## config.mk

```make
export PLATFORM = sky130hd
export DESIGN_NAME = nibble_fetch
export DESIGN_NICKNAME = d
export VERILOG_FILES = /design/src/rtl/nibble_pkg.sv /design/src/rtl/nibble_pc.sv /design/src/rtl/nibble_fetch.sv
export SDC_FILE = /design/constraint.sdc
export NUM_CORES = 1
export LEC_CHECK = 0
export ABC_AREA = 0
export CORE_MARGIN = 2
export CORE_UTILIZATION = 43
export DETAILED_ROUTE_END_ITERATION = 8
export PLACE_DENSITY = 0.87
export SYNTH_ARGS = -nofsm -noshare
export SYNTH_HDL_FRONTEND = slang
export SYNTH_HIERARCHICAL = 1
export SYNTH_SLANG_ARGS = --single-unit
export TNS_END_PERCENT = 100
```

## constraint.sdc

```tcl
create_clock -name clk -period 2.3 [get_ports clk]
set_clock_uncertainty 0.1 [all_clocks]
set_input_delay 0.46 -clock clk [delete_from_list [all_inputs] [get_ports clk]]
set_output_delay 0.46 -clock clk [all_outputs]
set_load 0.02 [all_outputs]
```

## src/rtl/nibble_pkg.sv

```systemverilog
// rtl/nibble_pkg.sv - shared constants, field positions and fetch state type
// Purpose: instruction word layout and fetch FSM encoding used by the fetch stage.
// Ports: none (package).
package nibble_pkg;

  localparam int OP_W    = 3;
  localparam int IMM_W   = 4;
  localparam int INSTR_W = 8;

  // Instruction word layout: [7:5] opcode, [4] reserved, [3:0] immediate
  localparam int OP_MSB   = 7;
  localparam int OP_LSB   = 5;
  localparam int RSVD_BIT = 4;
  localparam int IMM_MSB  = 3;
  localparam int IMM_LSB  = 0;

  typedef enum logic [1:0] {
    IDLE  = 2'd0,
    FETCH = 2'd1,
    HOLD  = 2'd2
  } fetch_state_e;

  function automatic logic [OP_W-1:0] instr_op(input logic [INSTR_W-1:0] instr);
    return instr[OP_MSB:OP_LSB];
  endfunction

  function automatic logic [IMM_W-1:0] instr_imm(input logic [INSTR_W-1:0] instr);
    return instr[IMM_MSB:IMM_LSB];
  endfunction

endpackage

```

## src/rtl/nibble_pc.sv

```systemverilog
// rtl/nibble_pc.sv - program counter register with load and wrapping increment
// Purpose: holds the fetch address; load (redirect) has priority over increment.
// Ports:
//   clk      - system clock
//   reset    - asynchronous active-low reset, loads RESET_PC
//   load     - load load_val this cycle
//   load_val - redirect address
//   inc      - increment by one, wrapping modulo 2^PC_W
//   pc       - current program counter
module nibble_pc
  import nibble_pkg::*;
#(
  parameter int PC_W     = 8,
  parameter int RESET_PC = 0
) (
  input  logic            clk,
  input  logic            reset,
  input  logic            load,
  input  logic [PC_W-1:0] load_val,
  input  logic            inc,
  output logic [PC_W-1:0] pc
);

  always_ff @(posedge clk or negedge reset) begin
    if (!reset) begin
      pc <= PC_W'(RESET_PC);
    end else if (load) begin
      pc <= load_val;
    end else if (inc) begin
      pc <= pc + 1'b1;
    end
  end

endmodule

```

## src/rtl/nibble_fetch.sv

```systemverilog
// rtl/nibble_fetch.sv - instruction fetch/decode stage with redirect support
// Purpose: fetches 8-bit instruction words over a req/ack memory handshake,
// holds the decoded opcode/immediate on a valid/ready handshake, and accepts
// one-cycle branch redirects from execute.
// Optional: define NIBBLE_FETCH_PERF_EN to add the instr_count output.
// Ports:
//   clk, reset           - clock, asynchronous active-low reset
//   mem_addr, mem_req    - program memory read request (address = pc)
//   mem_ack, mem_rdata   - read completion and instruction word
//   op, imm, instr_valid - decoded instruction presented downstream
//   instr_ready          - downstream accepts the instruction
//   branch_en/target     - redirect request and address
//   pc_out               - address of the instruction held in IR
//   instr_count          - (perf build only) saturating accepted-instruction count
module nibble_fetch
  import nibble_pkg::*;
#(
  parameter int PC_W     = 8,
  parameter int RESET_PC = 0
) (
  input  logic               clk,
  input  logic               reset,
  output logic [PC_W-1:0]    mem_addr,
  output logic               mem_req,
  input  logic               mem_ack,
  input  logic [INSTR_W-1:0] mem_rdata,
  output logic [OP_W-1:0]    op,
  output logic [IMM_W-1:0]   imm,
  output logic               instr_valid,
  input  logic               instr_ready,
  input  logic               branch_en,
  input  logic [PC_W-1:0]    branch_target,
  output logic [PC_W-1:0]    pc_out
`ifdef NIBBLE_FETCH_PERF_EN
  ,
  output logic [15:0]        instr_count
`endif
);

  fetch_state_e       state, state_nxt;
  logic [PC_W-1:0]    pc;
  logic [INSTR_W-1:0] ir;
  logic               branch_pend, pend_nxt;
  logic               load_pc, inc_pc, capture;
  logic               ir_unused;

  nibble_pc #(
    .PC_W     (PC_W),
    .RESET_PC (RESET_PC)
  ) u_pc (
    .clk      (clk),
    .reset    (reset),
    .load     (load_pc),
    .load_val (branch_target),
    .inc      (inc_pc),
    .pc       (pc)
  );

  always_ff @(posedge clk or negedge reset) begin
    if (!reset) begin
      state <= IDLE;
    end else begin
      state <= state_nxt;
    end
  end

  // A redirect during an outstanding read cannot abort it, so the read is
  // completed and its data dropped (branch_pend) before refetching at pc.
  always_comb begin
    state_nxt = state;
    pend_nxt  = branch_pend;
    load_pc   = 1'b0;
    inc_pc    = 1'b0;
    capture   = 1'b0;
    unique case (state)
      IDLE: begin
        state_nxt = FETCH;
        load_pc   = branch_en;
      end
      FETCH: begin
        if (branch_en) begin
          load_pc  = 1'b1;
          pend_nxt = !mem_ack;
        end else if (mem_ack) begin
          if (branch_pend) begin
            pend_nxt = 1'b0;
          end else begin
            capture   = 1'b1;
            inc_pc    = 1'b1;
            state_nxt = HOLD;
          end
        end
      end
      HOLD: begin
        // Branch wins over a simultaneous accept; the held instruction is dropped.
        if (branch_en) begin
          load_pc   = 1'b1;
          state_nxt = FETCH;
        end else if (instr_ready) begin
          state_nxt = FETCH;
        end
      end
      default: state_nxt = IDLE;
    endcase
  end

  always_comb begin
    mem_req     = 1'b0;
    instr_valid = 1'b0;
    unique case (state)
      FETCH:   mem_req     = 1'b1;
      HOLD:    instr_valid = 1'b1;
      default: ;
    endcase
  end

  always_ff @(posedge clk or negedge reset) begin
    if (!reset) begin
      ir          <= '0;
      pc_out      <= PC_W'(RESET_PC);
      branch_pend <= 1'b0;
    end else begin
      branch_pend <= pend_nxt;
      if (capture) begin
        ir     <= mem_rdata;
        pc_out <= pc;
      end
    end
  end

  assign mem_addr  = pc;
  assign op        = instr_op(ir);
  assign imm       = instr_imm(ir);
  assign ir_unused = ir[RSVD_BIT];

`ifdef NIBBLE_FETCH_PERF_EN
  always_ff @(posedge clk or negedge reset) begin
    if (!reset) begin
      instr_count <= '0;
    end else if (state == HOLD && instr_ready && !branch_en && instr_count != 16'hFFFF) begin
      instr_count <= instr_count + 16'd1;
    end
  end
`endif

endmodule

```

==> results of run 1 <==
## cell usage in the layout, fill, tap and decap left out
cell type and count:
o21ai_1 2, buf_4 5, o21bai_1 1, nor2_1 2
a32oi_1 1, o41ai_1 1, xnor2_1 1, or4_1 3
nand3_4 1, clkdlybuf4s50_1 44, nand3_1 5, clkbuf_4 3
mux2_4 8, bufinv_16 1, inv_1 2, a21boi_1 1
xor2_1 3, dfrtp_1 26, nand4_1 2, o21ai_0 6
nand4_4 1, ha_1 1, a21oi_1 2, mux2_2 7
and2b_2 1, mux2i_1 1, nor2b_1 3, nand2_1 10
## through the flow
| step | hold WS [ns] | total power, mW | std cells | setup slack (ns) |
|---|---|---|---|---|
| floorplan | 0.06441 | 1.231 | 95 | 0.2696 |
| detailed placement | 0.3909 | 1.678 | 171 | 0.01170 |
| global route | 0.4031 | 2.080 | 175 | 0.05597 |
| global placement | 0.3643 | 1.640 | 171 | 0.05470 |
| CTS | 0.3844 | 1.997 | 175 | 0.09669 |
| finish | 0.3876 | 1.973 | 175 | 0.1104 |
## layout make-up
class / count / area, um^2
Clock inverter: 1 / 30.03
Clock buffer: 3 / 22.52
Tap cell: 31 / 38.79
Inverter: 2 / 7.507
Sequential cell: 26 / 650.6
Fill cell: 219 / 948.4
Multi-Input combinational cell: 63 / 510.5
Timing Repair Buffer: 49 / 478.0
## worst max-delay path, delay by kind of cell (launching register included)
kind          cells  cell delay (ns)
simple gates      1             0.28
buf+inv           1             0.61
flops             1             0.43
## kinds of logic after synthesis
group | after synthesis | synth area share (%)
flops | 26 | 54.45
xor+xnor | 4 | 2.932
simple gates | 28 | 14.35
mux | 16 | 17.49
compound gates | 14 | 6.912
fa+ha+maj | 1 | 1.047
buf+inv | 6 | 2.828
## state kept, by name (all words and copies together), names as in the netlist
signal,flops
branch_pend,1
state,2
ir,7
u_pc/pc,8
pc_out,8
## layer usage
metal  GRT usage [%]  wire length (um)  up-vias
li1                -                 -      434
met1           21.88              1068      458
met2           31.40              1441       47
met3           5.300               172        6
met4           4.082                33        0
met5               0                 0        -
## power by group through the flow
stage / clock network, mW / logic (mW) / registers, mW
global placement: 0 / 0.891 / 0.749
floorplan: 0 / 0.291 / 0.940
CTS: 0.319 / 0.919 / 0.758
finish: 0.310 / 0.908 / 0.754
global route: 0.333 / 0.965 / 0.782
detailed placement: 0 / 0.913 / 0.765
## final timing paths
path	cells past startpoint	slack (ns)	startpoint	endpoint
setup / recovery	2	0.11	state[1]$_DFFE_PN0P_	mem_req
hold / removal	2	0.39	reset	u_pc/pc[2]$_DFFE_PN0P_
setup reg to reg	6	0.44	state[1]$_DFFE_PN0P_	u_pc/pc[5]$_DFFE_PN0P_
hold reg to reg	1	0.42	pc_out[1]$_DFFE_PN0P_	pc_out[1]$_DFFE_PN0P_
max in group asynchronous	2	1.46	reset	u_pc/pc[5]$_DFFE_PN0P_
min in group clk	1	0.42	pc_out[1]$_DFFE_PN0P_	pc_out[1]$_DFFE_PN0P_
## cells in the mapped netlist
cell type	number	area, um^2
o21ai_1	2	10.01
inv_1	2	7.510
buf_6	1	11.26
nand3_4	1	17.52
mux2i_1	1	10.01
ha_1	1	12.51
a32oi_1	1	8.760
clkbuf_1	2	7.510
o21ai_0	6	30.03
mux2_2	7	78.83
mux2_4	8	120.1
nand4_1	2	12.51
nand4_4	1	21.27
or4_1	3	22.52
xor2_1	3	26.28
and2b_2	1	8.760
nand2_1	10	37.54
nor2_1	2	7.510
o21bai_1	1	7.510
nor2b_1	3	18.77
nand3_1	5	25.02
o41ai_1	1	8.760
xnor2_1	1	8.760
a21oi_1	2	10.01
buf_4	1	7.510
dfrtp_1	26	650.6
a21boi_0	1	7.510
==> tab_implementation.tex, run 1 <==
\begin{tabular}{lr}
\hline
Metric & Value \\
\hline
\multicolumn{2}{l}{\textbf{Die}} \\
\quad Number of primary I/O pins & 46 \\
\quad Die outline height & 56.72 um \\
\quad Die Area & approximately 0.0032 mm\^{}2 \\
\quad Core footprint & 0.002686 mm\^{}2 \\
\quad Number of core rows & 19 \\
\quad Horiz. Die Dim & roughly 57 um \\
\quad Initial core utilization & between 40\% and 50\% \\
\multicolumn{2}{l}{\textbf{Pwr}} \\
\quad Leak pwr & approximately 0.75 nW \\
\quad Combinational Power Share & 46.1\% \\
\quad PD cells & between 1000 and 1500 mW/mm\^{}2 \\
\quad Internal power & 1.304 mW \\
\quad Switching Fraction & about a third \\
\quad Share of power burned in the clock network & 15.7\% \\
\quad Share of power burned in registers & 38.2\% \\
\quad Peak supply drop & between 0.8 and 0.9 mV \\
\quad Net switching power figure & roughly 670 uW \\
\multicolumn{2}{l}{\textbf{Place}} \\
\quad Total half-perimeter wirelength after legalization and detailed placement & $\sim$2.0 mm \\
\quad Number of buffer cells added on primary ports & between 40 and 50 \\
\quad Area after detailed placement & 0.001685 mm\^{}2 \\
\quad Routability congestion estimate & $\sim$0.78 \\
\multicolumn{2}{l}{\textbf{Timing}} \\
\quad Tmin final & 2.190 ns \\
\quad Final hold vios & 0 \\
\quad Post-route setup TNS & 0 ns \\
\quad Final Cycle Share & 95.20\% \\
\quad Maximum achievable frequency & between 400 and 500 MHz \\
\quad Finish-stage setup viols & 0 \\
\quad Slew Viols, Final & 0 \\
\quad Worst-margin pin slew & $\sim$0.34 ns \\
\quad Relative slew slack & between 70\% and 80\% \\
\quad Unrepaired setup endpoints after global routing & no \\
\multicolumn{2}{l}{\textbf{Detailed routing}} \\
\quad Mean routed wirelength per cell & 15.52 um \\
\quad Total number of vias & approximately 950 \\
\quad Number of iterations in the first detailed-routing pass & 4 \\
\quad Number of DRC markers in iteration 0 & 35 \\
\quad Via-to-Cell Ratio & 5.400 \\
\quad Total wire length after detailed routing & 2.716 mm \\
\quad DRC violation count after routing & 0 \\
\quad Routed Antenna Nets & 0 \\
\multicolumn{2}{l}{\textbf{CTS}} \\
\quad Number of gates resized after CTS & 0 \\
\quad CTS tree & done \\
\quad \# clock sinks & 26 \\
\quad Clock edge transition at the registers on the reported setup and hold paths & about 0.15 ns \\
\quad Number of hold buffers added after cts & 0 \\
\quad Clock insertion delay at the later pin of the skew report & 0.32 ns \\
\quad CTS root buffer & clkbuf\_4 \\
\quad Total CTS buffers & 3 \\
\quad \# Post-CTS Setup Buffers & 0 \\
\quad H-tree level count & 1 \\
\quad Buffers from clock root to sink, at most & 2 \\
\multicolumn{2}{l}{\textbf{Final layout}} \\
\quad Inserted Diodes & 0 \\
\quad Final layout net count & between 150 and 200 \\
\quad Area grow syn2layout & 45.45\% \\
\quad Share of cells above drive strength 1 & a little under a fifth \\
\quad Final Instance Area & 0.001738 mm\^{}2 \\
\quad Fin util & about two thirds \\
\multicolumn{2}{l}{\textbf{Yosys}} \\
\quad Mean Syn Cell Area & about 13 um\^{}2 \\
\quad Count of different cell masters after synthesis & 27 \\
\quad Synthesized netlist cell count & between 90 and 100 \\
\quad Net count of the mapped netlist & between 100 and 150 \\
\quad Part of the Yosys area used for sequential elements & between 50 and 60\% \\
\quad Total of warnings raised by yosys & 6 \\
\quad Register bit count reported by yosys & 26 \\
\quad Total standard cell area after synthesis & between 0.001 and 0.0015 mm\^{}2 \\
\multicolumn{2}{l}{\textbf{Worst setup path}} \\
\quad Required time at the worst-slack endpoint & 1.74 ns \\
\quad Slowest stage delay, CP & a little over 0.6 ns \\
\quad Critical Path Sink Type & primary output \\
\quad Signal arrival time at the worst endpoint & 1.63 ns \\
\quad CP Launch Type & flip-flop \\
\quad Highest net fanout along the worst path & 4 \\
\quad Max stage delay cell, worst path & clkdlybuf4s50\_1 \\
\quad Ordered cell list for the critical path & and2b\_2, clkdlybuf4s50\_1 \\
\quad Crit path kind & reg2out \\
\multicolumn{2}{l}{\textbf{Outcome}} \\
\quad Run status & completed \\
\multicolumn{2}{l}{\textbf{GRT}} \\
\quad Maximum number of pins on one net before global-route repair & 27 \\
\quad Vias in the first global route & just under 1,000 \\
\quad Total overflow reported by the global router & 0 \\
\quad Global router's overall resource usage & between 10\% and 20\% \\
\quad Number of antenna violations at the first check in global routing & 0 \\
\quad Global-route wire length before repair & 4.581 mm \\
\multicolumn{2}{l}{\textbf{Hold path}} \\
\quad Class of the most critical hold timing path & in2async \\
\multicolumn{2}{l}{\textbf{Flow run}} \\
\quad Number of maximum-capacitance violations & 0 \\
\hline
\end{tabular}
(Power assumes the default switching activity.)
==> run 2: changes to the inputs <==
ABC_AREA = default   (was 0)
==> results of run 2 <==
The final DEF is identical to that of run 1; final timing and power are the same.
==> variant: new RTL, settings of run 1 <==
Build with the macro `NIBBLE_FETCH_PERF_EN` defined.
--- a/src/rtl/nibble_fetch.sv
+++ b/src/rtl/nibble_fetch.sv
@@ -12,6 +12,8 @@
 //   branch_en/target     - redirect request and address
 //   pc_out               - address of the instruction held in IR
 //   instr_count          - (perf build only) saturating accepted-instruction count
+`define NIBBLE_FETCH_PERF_EN
+
 module nibble_fetch
   import nibble_pkg::*;
 #(
Behaviour (old outputs only; new: instr_count): unchanged (equiv_simple and equiv_induct, registers matched by name and starting in step).
==> variant against run 1 <==
  * Final area rose by 61%
  * Worst setup slack improved by 0.030 ns
  * Register-to-register slack got worse by 0.08 ns
  * Wire length rose by 64%
  * Global-route usage rose by 0.86 points
  * Sequential cell count rose by 16
  * Die area rose by 60%
  * Count of clock-buffer cells in the layout rose by 5
  * Utilization fell by 1.1 points
  * Combinational power rose by 5.4%
  * Non-clock buffer count rose by 19
  * Power rose by 30%
  * Via count rose by 66%
  * Synthesized area rose by 65%
==> variant: results (changes against run 1) <==
| Parameter | Value | Change |
| --- | --- | --- |
| Number of slew-limit violations in the final report | 0 | unchanged |
| Clock latency of the later-clocked register in the worst-skew pair | 0.30 ns | -0.02 ns |
| Layout cells sized above 1 | 0.169 | -0.0188 |
| Total via count in the routed design | 1568 | +66% |
| Worst-case setup slack after placement | 0.00868 ns | -0.00303 ns |
| Leading cell types by total area after synthesis | sky130_fd_sc_hd__dfrtp_1 53%, sky130_fd_sc_hd__mux2_2 8.5%, sky130_fd_sc_hd__xor2_1 6.2%, sky130_fd_sc_hd__nand2_1 3.0%, sky130_fd_sc_hd__nand4_1 2.2% |  |
| Mean instance size in the synthesized netlist | 11.6 µm² | -8.1% |
| Cts bufs inserted | 5 | +2 |
| Global-route wire length before repair | 7440 µm | +62% |
| Ys Warns | 6 | unchanged |
| Top post-synthesis cells by count | 42 x sky130_fd_sc_hd__dfrtp_1, 16 x sky130_fd_sc_hd__nand2_1, 15 x sky130_fd_sc_hd__mux2_2 |  |
| Count of unique library cells instantiated by Yosys | 42 | +56% |
| Half-perimeter wire length after detailed placement | 3340 µm | +65% |
| Registers with the most flip-flops | instr_count x16, pc_out x8, u_pc/pc x8 |  |
| Number of filler instances in the final layout | 345 | +58% |
| Static power due to leakage | 1.27 nW | +69% |
| Xor and xnor fraction of the mapped netlist area | 0.0753 | +0.0460 |
| Metal2 WL | 2230 µm | +55% |
| Compound-gate portion of the synthesized area | 0.0532 | -0.0159 |
| Root buffer cell | sky130_fd_sc_hd__clkbuf_8 |  |
| Net Count, Synth | 194 | +66% |
| Wire per inst | 15.1 µm | -3.0% |
| Placement Cell Area | 2680 µm² | +59% |
| Worst setup slack for register-to-register paths | 0.36 ns | -0.08 ns |
| Adder-cell share of the synthesized area | 0.0127 | +0.00219 |
| CTS clock-pin slew for the worst setup and hold paths | 0.08 ns | -0.07 ns |
| Worst setup endpoint | instr_valid |  |
| Arrival time of data at the critical path endpoint | 1.60 ns | -0.03 ns |
| Crit path setup slack, layout | 0.140 ns | +0.0301 ns |
| Worst setup path startpoint | state[0] |  |
| Transition time at the pin with the least slew margin | 0.501 ns | +0.166 ns |
| Net count, final | 265 | +59% |
| Fraction of the yosys area taken by sequential cells | 0.532 | -0.0129 |
| Largest net degree at the start of global routing | 23 | -15% |
| Run status | finished, final reports clean |  |
| Maximum VDD drop | 0.638 mV | -28% |
| Startpoint of the lowest-slack register-to-register path | instr_count[0] |  |
| Overall track demand over capacity in global routing | 0.189 | +0.00857 |
| Delay of the slowest critical-path stage | 0.64 ns | +0.03 ns |
| Met3 WL post-DR | 245 µm | +42% |
| Worst-path fanout max | 5 | +1 |
| DRC violation total after the first TritonRoute iteration | 106 | +200% |
| Vias per cell | 5.32 | -1.6% |
| Proportion of synthesized area in mux cells | 0.0981 | -0.0768 |
| Reg-to-reg critical path endpoint | instr_count[1] |  |
| Number of placed instances with taps included | 287 | +68% |
==> variant: changes by cell type after synthesis, sizes merged, moves of 2 or more <==
cell   before  now
nand4       3    9
nor3        0    5
and2        0    2
nand3       6    9
nand2      10   16
and3        0    5
nor4        0    3
xor2        3   14
a21o        0    2
xnor2       1    3
nor2        2    7
dfrtp      26   42
a21oi       2    4
==> variant: where the power goes <==
part	internal [mW]	total (mW)	switching (mW)
Combinational	0.514	0.957	0.444
Clock	0.303	0.549	0.246
Sequential	0.923	1.07	0.143
Total	1.74	2.57	0.833
==> variant: cell type report <==
| class | instances | share of cell area |
|---|---|---|
| clock buffer | 8 | 0.0395 |
| inverter | 1 | 0.00135 |
| multi-input combinational | 124 | 0.324 |
| sequential | 42 | 0.377 |
| tap | 52 | 0.0233 |
| timing repair buffer | 68 | 0.235 |
==> variant: per-layer routing <==
metal  global-route usage  vias to the layer above
met5                    0                        -
met4               0.0629                        0
met3               0.0619                        8
met2                0.305                       46
met1                0.241                      755
li1                     -                      759
